**config.mk**
```make
export PLATFORM = sky130hd
export DESIGN_NAME = stopwatch_tick_counter
export DESIGN_NICKNAME = d
export VERILOG_FILES = /design/src/rtl/stopwatch_pkg.sv /design/src/rtl/bcd_digit.sv /design/src/rtl/stopwatch_tick_counter.sv
export SDC_FILE = /design/constraint.sdc
export NUM_CORES = 1
export LEC_CHECK = 0
export CAP_MARGIN = 5
export CORE_UTILIZATION = 45
export CTS_CLUSTER_SIZE = 24
export DETAILED_ROUTE_END_ITERATION = 10
export MAX_ROUTING_LAYER = met4
export PLACE_DENSITY = 0.72
export SETUP_SLACK_MARGIN = 0.02
export SLEW_MARGIN = 20
export SYNTH_ARGS = -nofsm -noshare
export SYNTH_HDL_FRONTEND = slang
export SYNTH_SLANG_ARGS = --single-unit
export TNS_END_PERCENT = 5
```
**constraint.sdc**
```tcl
create_clock -name clk -period 2.6 [get_ports clk]
set_input_delay 0.78 -clock clk [delete_from_list [all_inputs] [get_ports clk]]
set_output_delay 0.78 -clock clk [all_outputs]
set_load 0.1 [all_outputs]
```
**src/rtl/stopwatch_pkg.sv**
```systemverilog
// Shared types and constants for the stopwatch tick counter.
// The saturation value is the packed BCD image of MAX_MIN:59.99.
package stopwatch_pkg;

   typedef enum logic [1:0] {
      IDLE   = 2'd0,
      RUN    = 2'd1,
      PAUSED = 2'd2,
      SAT    = 2'd3
   } sw_state_e;

   typedef logic [3:0] bcd_t;

   localparam bcd_t BCD_NINE     = 4'd9;
   localparam bcd_t SEC_TENS_MAX = 4'd5;

   // Packed as {min_tens, min_ones, sec_tens, sec_ones, cs_tens, cs_ones}.
   function automatic logic [23:0] sat_value(input int unsigned max_min);
      bcd_t tens;
      bcd_t ones;
      tens = bcd_t'(max_min / 10);
      ones = bcd_t'(max_min % 10);
      return {tens, ones, SEC_TENS_MAX, BCD_NINE, BCD_NINE, BCD_NINE};
   endfunction

endpackage

```
**src/rtl/bcd_digit.sv**
```systemverilog
// One BCD digit counting 0..MOD-1; carry is combinational so six of these
// chain into a single-cycle ripple increment.
module bcd_digit
   import stopwatch_pkg::*;
#(
   parameter int unsigned MOD = 10
)
(
   input  logic clk,
   input  logic rst,
   input  logic clr,
   input  logic inc,
   output bcd_t digit,
   output logic carry
);

   localparam bcd_t LAST = bcd_t'(MOD - 1);

   assign carry = inc & (digit == LAST);

   always_ff @(posedge clk) begin
      if (rst || clr) begin
         digit <= '0;
      end else if (inc) begin
         digit <= (digit == LAST) ? '0 : digit + 4'd1;
      end
   end

endmodule

```
**src/rtl/stopwatch_tick_counter.sv**
```systemverilog
// BCD stopwatch (mm:ss.cc) advanced by rising edges of the 10 ms divider wave,
// sampled as data on clk. Define STOPWATCH_LAP_EN to add the lap/snapshot display.
//
// state  | meaning
// IDLE   | digits zero, waiting for start_stop
// RUN    | counting on tick_pulse
// PAUSED | digits held, start_stop resumes
// SAT    | held at MAX_MIN:59.99, overflow high, only clear/rst leave
module stopwatch_tick_counter
   import stopwatch_pkg::*;
#(
   parameter int unsigned MAX_MIN = 99
)
(
   input  logic       clk,
   input  logic       rst,
   input  logic       tick_in,
   input  logic       start_stop,
   input  logic       clear,
`ifdef STOPWATCH_LAP_EN
   input  logic       lap,
   output logic       lap_active,
`endif
   output logic [7:0] cs_bcd,
   output logic [7:0] sec_bcd,
   output logic [7:0] min_bcd,
   output logic       running,
   output logic       overflow,
   output logic       tick_pulse
);

   localparam logic [23:0] SAT_VAL = sat_value(MAX_MIN);

   sw_state_e   state_q;
   sw_state_e   state_d;
   logic        tick_q;
   logic        tick_armed;
   logic        adv;
   logic        at_max;
   logic [23:0] live;
   logic [23:0] shown;

   bcd_t cs0, cs1, s0, s1, m0, m1;
   logic c_cs0, c_cs1, c_s0, c_s1, c_m0;
   logic min_tens_carry_unused;

   // tick_armed blocks the first sample after reset so a wave that is already
   // high when reset releases is not mistaken for a fresh rising edge.
   always_ff @(posedge clk) begin
      if (rst) begin
         tick_q     <= 1'b0;
         tick_armed <= 1'b0;
         tick_pulse <= 1'b0;
      end else begin
         tick_q     <= tick_in;
         tick_armed <= tick_armed | ~tick_in;
         tick_pulse <= tick_in & ~tick_q & tick_armed;
      end
   end

   always_ff @(posedge clk) begin
      if (rst) begin
         state_q  <= IDLE;
         running  <= 1'b0;
         overflow <= 1'b0;
      end else begin
         state_q  <= state_d;
         running  <= (state_d == RUN);
         overflow <= (state_d == SAT);
      end
   end

   always_comb begin
      state_d = state_q;
      adv     = 1'b0;
      case (state_q)
         IDLE: begin
            if (start_stop) state_d = RUN;
         end
         RUN: begin
            if (tick_pulse && at_max) begin
               state_d = SAT;
            end else begin
               adv = tick_pulse;
               if (start_stop) state_d = PAUSED;
            end
         end
         PAUSED: begin
            if (start_stop) state_d = RUN;
         end
         SAT: begin
            state_d = SAT;
         end
         default: begin
            state_d = IDLE;
         end
      endcase
      if (clear) begin
         state_d = IDLE;
         adv     = 1'b0;
      end
   end

   bcd_digit #(.MOD(10)) u_cs0 (
      .clk(clk), .rst(rst), .clr(clear), .inc(adv),   .digit(cs0), .carry(c_cs0)
   );
   bcd_digit #(.MOD(10)) u_cs1 (
      .clk(clk), .rst(rst), .clr(clear), .inc(c_cs0), .digit(cs1), .carry(c_cs1)
   );
   bcd_digit #(.MOD(10)) u_s0 (
      .clk(clk), .rst(rst), .clr(clear), .inc(c_cs1), .digit(s0),  .carry(c_s0)
   );
   bcd_digit #(.MOD(6)) u_s1 (
      .clk(clk), .rst(rst), .clr(clear), .inc(c_s0),  .digit(s1),  .carry(c_s1)
   );
   bcd_digit #(.MOD(10)) u_m0 (
      .clk(clk), .rst(rst), .clr(clear), .inc(c_s1),  .digit(m0),  .carry(c_m0)
   );
   // Saturation stops the count before minutes could ever pass MAX_MIN.
   bcd_digit #(.MOD(10)) u_m1 (
      .clk(clk), .rst(rst), .clr(clear), .inc(c_m0),  .digit(m1),  .carry(min_tens_carry_unused)
   );

   assign live   = {m1, m0, s1, s0, cs1, cs0};
   assign at_max = (live == SAT_VAL);

`ifdef STOPWATCH_LAP_EN
   logic [23:0] snap;

   always_ff @(posedge clk) begin
      if (rst) begin
         lap_active <= 1'b0;
         snap       <= '0;
      end else if (state_d != RUN) begin
         lap_active <= 1'b0;
      end else if (lap && state_q == RUN) begin
         lap_active <= ~lap_active;
         if (!lap_active) snap <= live;
      end
   end

   assign shown = lap_active ? snap : live;
`else
   assign shown = live;
`endif

   assign min_bcd = shown[23:16];
   assign sec_bcd = shown[15:8];
   assign cs_bcd  = shown[7:0];

endmodule

```
======== After elaboration in Yosys (flattened, before gate mapping) ========
Cells that the tools add are included.
storage, ports and cells
  logic and storage cells ................. 58
  flip-flop bits (word level) ............. 31
cells by class
  reductions and logical operators ........ 4
  bitwise operators ....................... 10
  muxes and demuxes ....................... 14
  add/sub/neg operators ................... 6
  equality and inequality tests ........... 12
operators with widths
  cell                  number
  $add 4x1->4 const B   6
  $eq 24x24->1 const B  1
  $mux 4                6
  $eq 4x4->1 const B    5
  $mux 2                4
  $and 1x1->1           7
  $eq 2x2->1 const B    3
  $pmux 2 s3            1
  $eq 2x1->1 const B    2
  $eq 4x3->1 const B    1
  $mux 1                3
  $logic_not 2->1       1
  $not 1->1             2
  $reduce_or 2->1       1
  $logic_and 1x1->1     1
  $logic_or 1x1->1      1
  $or 1x1->1            1

======== Longest topological paths before layout ========
Gate-level depths: netlist of run 1.
  word-level depth ........................ 10
  depth in mapped cells ................... 6
  mapped depth without buffers ............ 5

======== By module ========
From an unflattened synthesis of run 1, not the netlist that was laid out.
second synthesis, totals
  cell total of the unflattened synthesis .. 155
  area, all modules ....................... 1506.4 um^2
by module, submodules not included
  module                  cells each  times used  area each (um^2)
  bcd_digit (u_cs0 ...)   20          5           192.7
  stopwatch_tick_counter  36          1           357.8
  bcd_digit (u_s1)        19          1           185.2

======== Worst setup path before layout of run 1 ========
OpenSTA, ideal clock, no wires.
  path type ............................... register to register
  start ................................... reg u_s0.digit[3]
  end ..................................... reg u_s1.digit[2]
  period minus slack after synthesis ...... 2389 ps
  cell stages (with the launch flop) ...... 6
  required time ........................... 2482 ps
  arrival time ............................ 2271 ps
  path buffers ............................ 0
  library setup time ...................... 118 ps
  path slack .............................. 211 ps
  cell sequence ........................... dfxtp_1 -> nor3b_2 -> nand2_1 -> nor3b_4 -> o21ai_1 -> a32o_1
on the way
  cells in the longest elaborated chain, start to end .. 8
RTL lines
  what                      RTL line                       source
  start, declared           bcd_digit.sv:13                output bcd_t digit,
  start signal, assigned    bcd_digit.sv:25                digit <= (digit == LAST) ? '0 : digit + 4'd1;
  $eq 24x24->1              stopwatch_tick_counter.sv:125  assign at_max = (live == SAT_VAL);
  $logic_and 1x1->1         stopwatch_tick_counter.sv:81   if (tick_pulse && at_max) begin
  $mux 1                    stopwatch_tick_counter.sv:81
  $mux 1                    stopwatch_tick_counter.sv:76   case (state_q)
  $mux 1                    stopwatch_tick_counter.sv:98   if (clear) begin
  $and 1x1->1 (2 in a row)  bcd_digit.sv:19                assign carry = inc & (digit == LAST);
  $and 1x1->1 *             bcd_digit.sv:19
  end signal, assigned      bcd_digit.sv:25
  end, declared             bcd_digit.sv:13
Every way passes the cells marked *; elsewhere a longest branch is shown, timed or not.
A chain may end at the register's enable or synchronous reset.

======== Worst setup path after layout of run 1 ========
  start ................................... in clear
  end ..................................... reg u_m1.digit[1]
on the way
  cells in the longest elaborated chain, start to end .. 6
RTL lines
  what                      RTL line                      source
  start, declared           stopwatch_tick_counter.sv:19  input logic clear,
  $mux 1                    stopwatch_tick_counter.sv:98
  $and 1x1->1 (5 in a row)  bcd_digit.sv:19
  end signal, assigned      bcd_digit.sv:25
  end, declared             bcd_digit.sv:13
Several ways; a longest one is shown, not always the timed one.

==> results of run 1 <==
## kinds of logic after synthesis
family / after synthesis / synth area share
buffers and inverters: 14 / 0.0367
multiplexers: 5 / 0.0326
AO/OA/AOI/OAI: 36 / 0.154
AND/OR/NAND/NOR: 67 / 0.298
flip-flops: 31 / 0.404
XOR/XNOR: 13 / 0.0742
## report_power, final
| part | switching (mW) | total [mW] | internal (mW) |
|---|---|---|---|
| combinational | 0.0239 | 0.0375 | 0.0136 |
| sequential | 0.00254 | 0.481 | 0.479 |
| clock | 0.178 | 0.406 | 0.227 |
| total | 0.205 | 0.924 | 0.719 |
## metal layers
layer  vias up  part of all wire  global-route usage
met5         -                 0                   -
met4         0             0.023               0.104
met3         8             0.045              0.0640
met2        28              0.50               0.320
met1       651              0.44               0.219
li1        681                 -                   -
## final timing paths
check / depth (start not counted) / start / slack, ps / endpoint
max reg2reg: 5 / u_s0.digit[3]$_SDFFE_PP0N_ / 760 / u_s1.digit[2]$_SDFFE_PP0P_
min reg2reg: 1 / tick_q$_SDFF_PP0_ / 400 / tick_pulse$_SDFF_PP0_
min: 1 / tick_q$_SDFF_PP0_ / 400 / tick_pulse$_SDFF_PP0_
max: 7 / clear / 410 / u_m1.digit[1]$_SDFFE_PP0P_
## layout by cell type, fill, tap and decap left out, types with 3 or more instances in the layout
cell type / Yosys / final
xor2_1: 5 / 5
mux2i_1: 5 / 5
nor2_1: 21 / 21
a21oi_1: 11 / 11
o211ai_1: 4 / 4
o2111ai_1: 3 / 3
nor3b_1: 5 / 5
o21ai_0: 6 / 6
inv_1: 10 / 10
xnor2_1: 8 / 8
nand2_1: 5 / 5
dfxtp_1: 31 / 31
clkdlybuf4s50_1: 0 / 4
nand3_1: 4 / 4
clkbuf_4: 0 / 5
nor3_1: 6 / 6
and4bb_2: 3 / 3
buf_4: 1 / 31
nor2b_1: 3 / 3
## sequential cells by signal, indices dropped and copies added, names as in the netlist
signal,cells
u_s1.digit,4
u_m1.digit,4
u_cs0.digit,4
tick_q,1
tick_pulse,1
running,1
u_s0.digit,4
u_cs1.digit,4
u_m0.digit,4
overflow,1
tick_armed,1
state_q,2
## through the flow
step | instance area, sq um | hold slack, ps | util | setup slack [ps]
2_1_floorplan | 1540 | 372 | - | 211
5_1_grt | 1930 | 417 | 0.612 | 332
4_1_cts | 1930 | 403 | 0.612 | 397
6_report | 1930 | 398 | 0.612 | 407
3_5_place_dp | 1840 | 387 | 0.585 | 26.1
3_3_place_gp | 1840 | 379 | 0.585 | 107
## area by class of cell
cell class	instances	area (sq um)
Fill cell	293	1220
Multi-Input combinational cell	121	858
Sequential cell	31	621
Timing Repair Buffer	35	273
Tap cell	44	55.1
Clock buffer	6	51.3
Inverter	10	37.5
Clock inverter	2	35.0
## worst register-to-register path, stage by stage (launching register included)
cell and delay [ps]:
dfxtp_1 410, nor3b_2 380, nand2_1 260, nor3b_4 340, o21ai_1 110, a32o_1 260
==> flow_summary_export.csv, run 1 <==
group,metric,value,unit
sta,post-route-min-period,2190,ps
clocking,htreeDepth,2,
placed_design,hpwl,2360,um
critical_path,worst-path-max-fanout,8,
logic_synthesis,ys_types,42,
critical_path,cp.required,2820,ps
clocking,tritoncts,"built",
final_layout,syn2layout_area_growth,25.8,%
placed_design,place_congestion,0.814,
clocking,clockBufferDepth,2,
sta,finalCritPeriodShare,0.843,
global_routing,overflow,0,
power_and_ir_drop,leakagePower,0.697,nW
final_layout,final_cells,249,
drt,num_vias,1368,
drt,wl,3200,um
logic_synthesis,synth_top_area_cell,"dfxtp_1",
critical_path,crit_type,"primary input to flip-flop",
sta,fin_skew,9.62,ps
clocking,cts-root-buf,"clkbuf_4",
power_and_ir_drop,power,0.924,mW
outcome,status,"completed",
power_and_ir_drop,p_per_area,479,mW/mm^2
sta,finalSetupTns,0,ps
sta,setup-violations-final,0,
critical_path,start_kind,"primary input",
final_layout,antennaDiodeCount,0,
logic_synthesis,avgSynthCellArea,9.25,sq um
drt,drt-wirelength-per-cell,12.9,um
global_routing,track_usage,0.199,
global_routing,grt_max_degree,22,
critical_path,critPathMaxStageDelay,430,ps
placed_design,dpl.cell_count,241,
logic_synthesis,synthTopCellsByArea,"dfxtp_1 (40%), nor2_1 (5.1%), xnor2_1 (4.6%)",
clocking,cts_made_buffers,5,
global_routing,grt_antenna_before_repair,0,
logic_synthesis,netlist_area,0.00154,sq mm
job,drv_cap,0,
sta,worstMarginPinSlew,418,ps
critical_path,cp_slowest_cell,"clkdlybuf4s50_1",
floorplan,die_area,0.00365,sq mm
clocking,cts_resized,0,
logic_synthesis,yosysMostFrequentCell,"dfxtp_1",
logic_synthesis,yosysSeqAreaShare,0.404,
clocking,cts_setup_buffers,0,
critical_path,crit_family,"simple AND/OR/NAND/NOR gates",
drt,drt_iter0_markers,30,
floorplan,die_width,60.4,um
floorplan,io_pins,32,
critical_path,path_cells,"clkdlybuf4s50_1 > and4bb_1 > nand3_4 > buf_4 > nor3_1 > mux2i_1 > nor2_1",
sta,maxSlewViolCount,0,
logic_synthesis,ys_top_cells_by_count,"dfxtp_1 (31), nor2_1 (21), a21oi_1 (11)",
floorplan,initial_core_util,0.487,
logic_synthesis,synth_nets,171,
logic_synthesis,syn_inst,166,
drt,drc,0,
power_and_ir_drop,peakVddDrop,0.000367,V
sta,hold_viol,0,
floorplan,core,0.00315,sq mm
logic_synthesis,async_reset_ff_frac,0,
final_layout,drive_above_1_share,0.259,
critical_path,worstSetupEndpointType,"flip-flop",
logic_synthesis,ys.warnings.count,0,
drt,ant_nets,0,
clocking,insertion_delay,340,ps
logic_synthesis,ys.flop_type,"dfxtp_1",
placed_design,portBuffers,31,
floorplan,rows,20,
worst_hold_path,min_path_type,"flip-flop to flip-flop",
sta,fmax,0.456,GHz
logic_synthesis,synth_edf_count,0,
logic_synthesis,yosys_register_bits,31,
clocking,cts.sinks,31,
drt,vias_per_cell,5.49,
drt,drt_pass1_iterations,4,
critical_path,worstPathArrival,2420,ps
clocking,postCtsHoldBufs,0,
global_routing,grt_pass1_vias,1187,
critical_path,cp_num_buf_inv,2,
sta,rsz0062_at_grt,"no",
floorplan,die_h,60.4,um
final_layout,nets,209,
global_routing,grt_pass1_wl,5100,um
clocking,cts.clk_slew.worst_paths,100,ps
logic_synthesis,yosys.area.top_type_share,0.404,
sta,relSlewSlack,0.721,
No activity file was read; power rests on OpenSTA's default activity.
==> inputs of run 2 (changes only) <==
--- a/config.mk
+++ b/config.mk
@@ -10,7 +10,7 @@
 export CTS_CLUSTER_SIZE = 24
 export DETAILED_ROUTE_END_ITERATION = 10
 export MAX_ROUTING_LAYER = met4
-export PLACE_DENSITY = 0.72
+export PLACE_DENSITY = 0.75
 export SETUP_SLACK_MARGIN = 0.02
 export SLEW_MARGIN = 20
 export SYNTH_ARGS = -nofsm -noshare
==> constraint.sdc (replaced) <==
create_clock -name clk -period 1.9 [get_ports clk]
set_input_delay 0.57 -clock clk [delete_from_list [all_inputs] [get_ports clk]]
set_output_delay 0.57 -clock clk [all_outputs]
set_load 0.1 [all_outputs]
==> run 2 against run 1 <==
Compared with the run above:
- clock skew rose by 4.0 ps
- flip-flop and latch count unchanged
- highest routed layer unchanged
- total power is 16% higher
- die area is the same
- critical endpoint is now u_cs1.digit[0]$_SDFFE_PP0N_
- largest power group unchanged
- clock-buffer cell count up 1
- largest cell class unchanged
- via count rose by 3.5%
==> flow_summary_export.csv, run 2 (synthesis gave the netlist of run 1 again) <==
group,metric,value,unit
power_and_ir_drop,power,1.07,mW
sta,maxSlewViolCount,0,
critical_path,crit_type,"flip-flop to flip-flop",
power_and_ir_drop,leakagePower,0.795,nW
final_layout,layout_common_cells,"buf_12 (28), nor2_1 (21), dfxtp_2 (18)",
critical_path,path_cells,"and4bb_2 > nand4_2 > o21ai_1 > buf_4 > o21ai_0 > a21oi_1",
sta,rsz0062_at_grt,"no",
critical_path,cp.required,2170,ps
clocking,clockBufferDepth,2,
floorplan,die_width,60.4,um
sta,worstMarginPinSlew,309,ps
clocking,tritoncts,"built",
sta,setup-violations-final,0,
power_and_ir_drop,p_per_area,458,mW/mm^2
drt,drt_iter0_markers,47,
clocking,cts.sinks,31,
placed_design,portBuffers,31,
sta,finalCritPeriodShare,0.907,
critical_path,worst-path-max-fanout,8,
placed_design,pre_cts_ws,-403,ps
critical_path,cp_num_buf_inv,1,
clocking,cts.clk_slew.worst_paths,100,ps
drt,drc,0,
floorplan,io_pins,32,
sta,finalSetupTns,0,ps
floorplan,die_area,0.00365,sq mm
final_layout,drive_above_1_share,0.394,
sta,hold_viol,0,
critical_path,worstPathArrival,1990,ps
global_routing,grt_antenna_before_repair,0,
sta,post-route-min-period,1720,ps
critical_path,crit_family,"simple AND/OR/NAND/NOR gates",
power_and_ir_drop,peakVddDrop,0.000412,V
clocking,cts-root-buf,"clkbuf_4",
clocking,htreeDepth,2,
drt,drt_pass1_iterations,4,
critical_path,cp_slowest_cell,"and4bb_2",
outcome,status,"completed",
drt,vias_per_cell,5.62,
clocking,cts_setup_buffers,0,
placed_design,dpl.cell_count,245,
drt,wl,3660,um
sta,fmax,0.581,GHz
floorplan,rows,20,
final_layout,utilization,0.742,
sta,fin_skew,13.7,ps
global_routing,grt_pass1_wl,5920,um
job,drv_cap,0,
placed_design,place_congestion,0.788,
critical_path,start_kind,"flip-flop",
floorplan,initial_core_util,0.487,
floorplan,die_h,60.4,um
global_routing,grt_max_degree,13,
sta,layout_setup_ws,177,ps
clocking,postCtsHoldBufs,0,
final_layout,final_cells,252,
placed_design,hpwl,2760,um
global_routing,track_usage,0.228,
final_layout,nets,213,
final_layout,syn2layout_area_growth,52.5,%
sta,relSlewSlack,0.793,
floorplan,core,0.00315,sq mm
global_routing,grt_pass1_vias,1353,
clocking,cts_made_buffers,5,
global_routing,overflow,0,
drt,ant_nets,0,
final_layout,layout_commonest_cell,"buf_12",
worst_hold_path,min_path_type,"flip-flop to flip-flop",
final_layout,antennaDiodeCount,0,
drt,num_vias,1416,
critical_path,critPathMaxStageDelay,400,ps
critical_path,worstSetupEndpointType,"flip-flop",
drt,drt-wirelength-per-cell,14.5,um
clocking,insertion_delay,340,ps
==> run 2: area by class of cell <==
| cell class | instances | area [sq um] |
|---|---|---|
| multi-input combinational | 121 | 878 |
| fill | 226 | 812 |
| sequential | 31 | 669 |
| timing repair buffer | 39 | 656 |
| tap | 44 | 55.1 |
| clock buffer | 7 | 45.0 |
| inverter | 10 | 37.5 |
==> run 2: repair_timing <==
item,4_1_cts,5_1_grt
cloned,0,0
pin swaps,1,2
endpoints found under the hold margin,0,0
resized for setup,2,4
endpoints found under the setup margin,9,21
==> run 2: worst paths after layout <==
path	start	to	slack (ps)	depth (start not counted)
setup / recovery	u_cs0.digit[1]$_SDFFE_PP0N_	u_cs1.digit[0]$_SDFFE_PP0N_	180	6
hold / removal	tick_q$_SDFF_PP0_	tick_pulse$_SDFF_PP0_	380	1
setup reg to reg	u_cs0.digit[1]$_SDFFE_PP0N_	u_cs1.digit[0]$_SDFFE_PP0N_	180	6
hold reg to reg	tick_q$_SDFF_PP0_	tick_pulse$_SDFF_PP0_	380	1
==> run 2: metal layers <==
metal  up-vias  track usage  part of all wire
li1        687            -                 -
met1       677        0.246              0.42
met2        41        0.392              0.51
met3        11       0.0469             0.046
met4         0        0.117             0.021
met5         -            -                 0
==> run 2: metrics by stage <==
stage	hold WS (ps)	cell area (sq um)
2_1_floorplan	362	1580
3_3_place_gp	372	2270
3_5_place_dp	376	2270
4_1_cts	389	2320
5_1_grt	411	2340
6_report	385	2340
==> run 2: report_power, final <==
group | internal (mW) | leakage [nW] | switching, mW
registers | 0.645 | 0.266 | 0.00517
clock network | 0.139 | 0.0254 | 0.221
logic | 0.0269 | 0.504 | 0.0347
==> inputs of run 3 (changes only) <==
--- a/config.mk
+++ b/config.mk
@@ -10,7 +10,7 @@
 export CTS_CLUSTER_SIZE = 24
 export DETAILED_ROUTE_END_ITERATION = 10
 export MAX_ROUTING_LAYER = met4
-export PLACE_DENSITY = 0.75
+export PLACE_DENSITY = 0.72
 export SETUP_SLACK_MARGIN = 0.02
 export SLEW_MARGIN = 20
 export SYNTH_ARGS = -nofsm -noshare
==> constraint.sdc (replaced) <==
create_clock -name clk -period 2 [get_ports clk]
set_input_delay 0.6 -clock clk [delete_from_list [all_inputs] [get_ports clk]]
set_output_delay 0.6 -clock clk [all_outputs]
set_load 0.1 [all_outputs]
==> run 3 against run 2 <==
Compared with the run above:
- cell count is 2.0% higher
- maximum frequency shrank 9.1%
- global-route usage up 0.62 points
- critical path depth unchanged
- combinational power shrank 8.4%
- utilization is 0.91 points higher
- clock power grew 33%
- non-clock buffer count increased by 4
- highest routed layer unchanged
==> flow_summary_export.csv, run 3 (synthesis gave the netlist of run 1 again) <==
group,metric,value,unit
job,drv_cap,0,
clocking,cts_made_buffers,5,
drt,drt_pass1_iterations,4,
floorplan,io_pins,32,
critical_path,cp_slowest_cell,"o211ai_1",
placed_design,place_congestion,0.767,
sta,fin_skew,10.6,ps
clocking,cts-root-buf,"clkbuf_4",
drt,drc,0,
sta,maxSlewViolCount,0,
global_routing,overflow,0,
power_and_ir_drop,leakagePower,0.827,nW
final_layout,multi_input_area,868,sq um
sta,post-route-min-period,1890,ps
final_layout,antennaDiodeCount,0,
global_routing,grt_antenna_before_repair,0,
sta,finalCritPeriodShare,0.947,
drt,num_vias,1415,
critical_path,path_cells,"nor3b_2 > nand2_1 > o211ai_1 > buf_4 > mux2i_1 > nor2_1",
critical_path,endpoint,"u_s0.digit[1]$_SDFFE_PP0N_",
drt,vias_per_cell,5.51,
clocking,clockBufferDepth,2,
outcome,status,"completed",
sta,finalSetupTns,0,ps
global_routing,track_usage,0.234,
final_layout,regArea,654,sq um
clocking,cts.clk_slew.worst_paths,90,ps
clocking,htreeDepth,2,
critical_path,r2r-start,"u_s0.digit[1]$_SDFFE_PP0N_",
power_and_ir_drop,peakVddDrop,0.000451,V
clocking,cts.sinks,31,
global_routing,grt_max_degree,11,
placed_design,hpwl,2590,um
drt,wl,3700,um
floorplan,core,0.00315,sq mm
placed_design,portBuffers,31,
critical_path,worst-path-max-fanout,7,
critical_path,worstPathArrival,2130,ps
critical_path,start_kind,"flip-flop",
critical_path,r2r_end,"u_s0.digit[1]$_SDFFE_PP0N_",
final_layout,nets,217,
placed_design,pre_cts_ws,-375,ps
sta,layout_setup_ws,106,ps
floorplan,rows,20,
critical_path,critPathMaxStageDelay,390,ps
global_routing,grt_pass1_vias,1350,
drt,drt-wirelength-per-cell,14.4,um
power_and_ir_drop,p_per_area,490,mW/mm^2
clocking,tritoncts,"built",
critical_path,worstSetupEndpointType,"flip-flop",
sta,hold_viol,0,
critical_path,r2r_slack,110,ps
sta,worstMarginPinSlew,355,ps
critical_path,timing.critical_path.from,"u_s0.digit[1]$_SDFFE_PP0N_",
floorplan,initial_core_util,0.487,
placed_design,placed_area,0.00225,sq mm
sta,setup-violations-final,0,
final_layout,layout_common_cells,"buf_12 (27), dfxtp_2 (24), nor2_1 (21)",
floorplan,die_h,60.4,um
drt,drt_iter0_markers,67,
sta,relSlewSlack,0.762,
final_layout,fillers,231,
final_layout,layout_commonest_cell,"buf_12",
final_layout,syn2layout_area_growth,54.4,%
critical_path,worstRegToRegCells,6,
global_routing,grt_pass1_wl,6110,um
critical_path,cp.required,2240,ps
drt,ant_nets,0,
clocking,insertion_delay,350,ps
sta,rsz0062_at_grt,"yes",
floorplan,die_area,0.00365,sq mm
final_layout,drive_above_1_share,0.418,
sta,fmax,0.528,GHz
worst_hold_path,min_path_type,"flip-flop to flip-flop",
floorplan,die_width,60.4,um
final_layout,final_area,0.00237,sq mm
critical_path,crit_type,"flip-flop to flip-flop",
==> run 3: changes by cell type in the layout (fill, tap and decap cells not counted), sizes merged <==
cell	before	now
buf	35	39
clkinv	0	1
==> run 3: power breakdown <==
group	switching, mW	total, mW	leakage, nW	internal [mW]
clock	0.234	0.479	0.0464	0.245
sequential	0.00459	0.625	0.264	0.621
combinational	0.0320	0.0564	0.517	0.0244
==> run 3: how the worst min path moves through the flow <==
stage                                 start               endpoint  slack (ps)  cells past startpoint
after global placement    tick_q$_SDFF_PP0_  tick_pulse$_SDFF_PP0_         380                      1
after detailed placement  tick_q$_SDFF_PP0_  tick_pulse$_SDFF_PP0_         380                      1
after global routing      tick_q$_SDFF_PP0_  tick_pulse$_SDFF_PP0_         410                      1
after floorplan           tick_q$_SDFF_PP0_  tick_pulse$_SDFF_PP0_         360                      1
final                     tick_q$_SDFF_PP0_  tick_pulse$_SDFF_PP0_         390                      1
after CTS                 tick_q$_SDFF_PP0_  tick_pulse$_SDFF_PP0_         390                      1
==> run 3: per-stage QoR <==
step,utilization,power (mW),cells,hold slack [ps]
floorplan,-,0.667,166,365
global placement,0.712,0.694,245,376
detailed placement,0.712,0.696,245,383
CTS,0.740,1.17,254,391
global route,0.752,1.19,257,415
finish,0.752,1.16,257,389
==> run 3: metal layers <==
metal  vias up  wire [um]  GRT usage
met4         0         76     0.0844
met3         7        172     0.0597
met2        38       1790      0.370
met1       675       1660      0.287
li1        695          -          -
met5         -          0          -
==> run 3: area by class of cell <==
class,count,area share
clock buffers,7,0.0322
clock inverters,1,0.00211
well taps,44,0.0232
repair buffers,43,0.284
inverters,10,0.0158
flip-flops and latches,31,0.276
multi-input cells,121,0.366
==> run 3: what timing repair did <==
action,in CTS,in global routing
pin swaps,1,3
setup endpoints to repair,4,10
hold buffers,0,0
resized for setup,1,4
setup buffers,1,3
==> run 3: worst max-delay path: cells and delay by family (launching register included) <==
family                 cells  cell delay (ps)
AOI/OAI and AO/OA          1              390
buffers and inverters      1              180
DFF                        1              380
muxes                      1              170
and+or+nand+nor            3              660
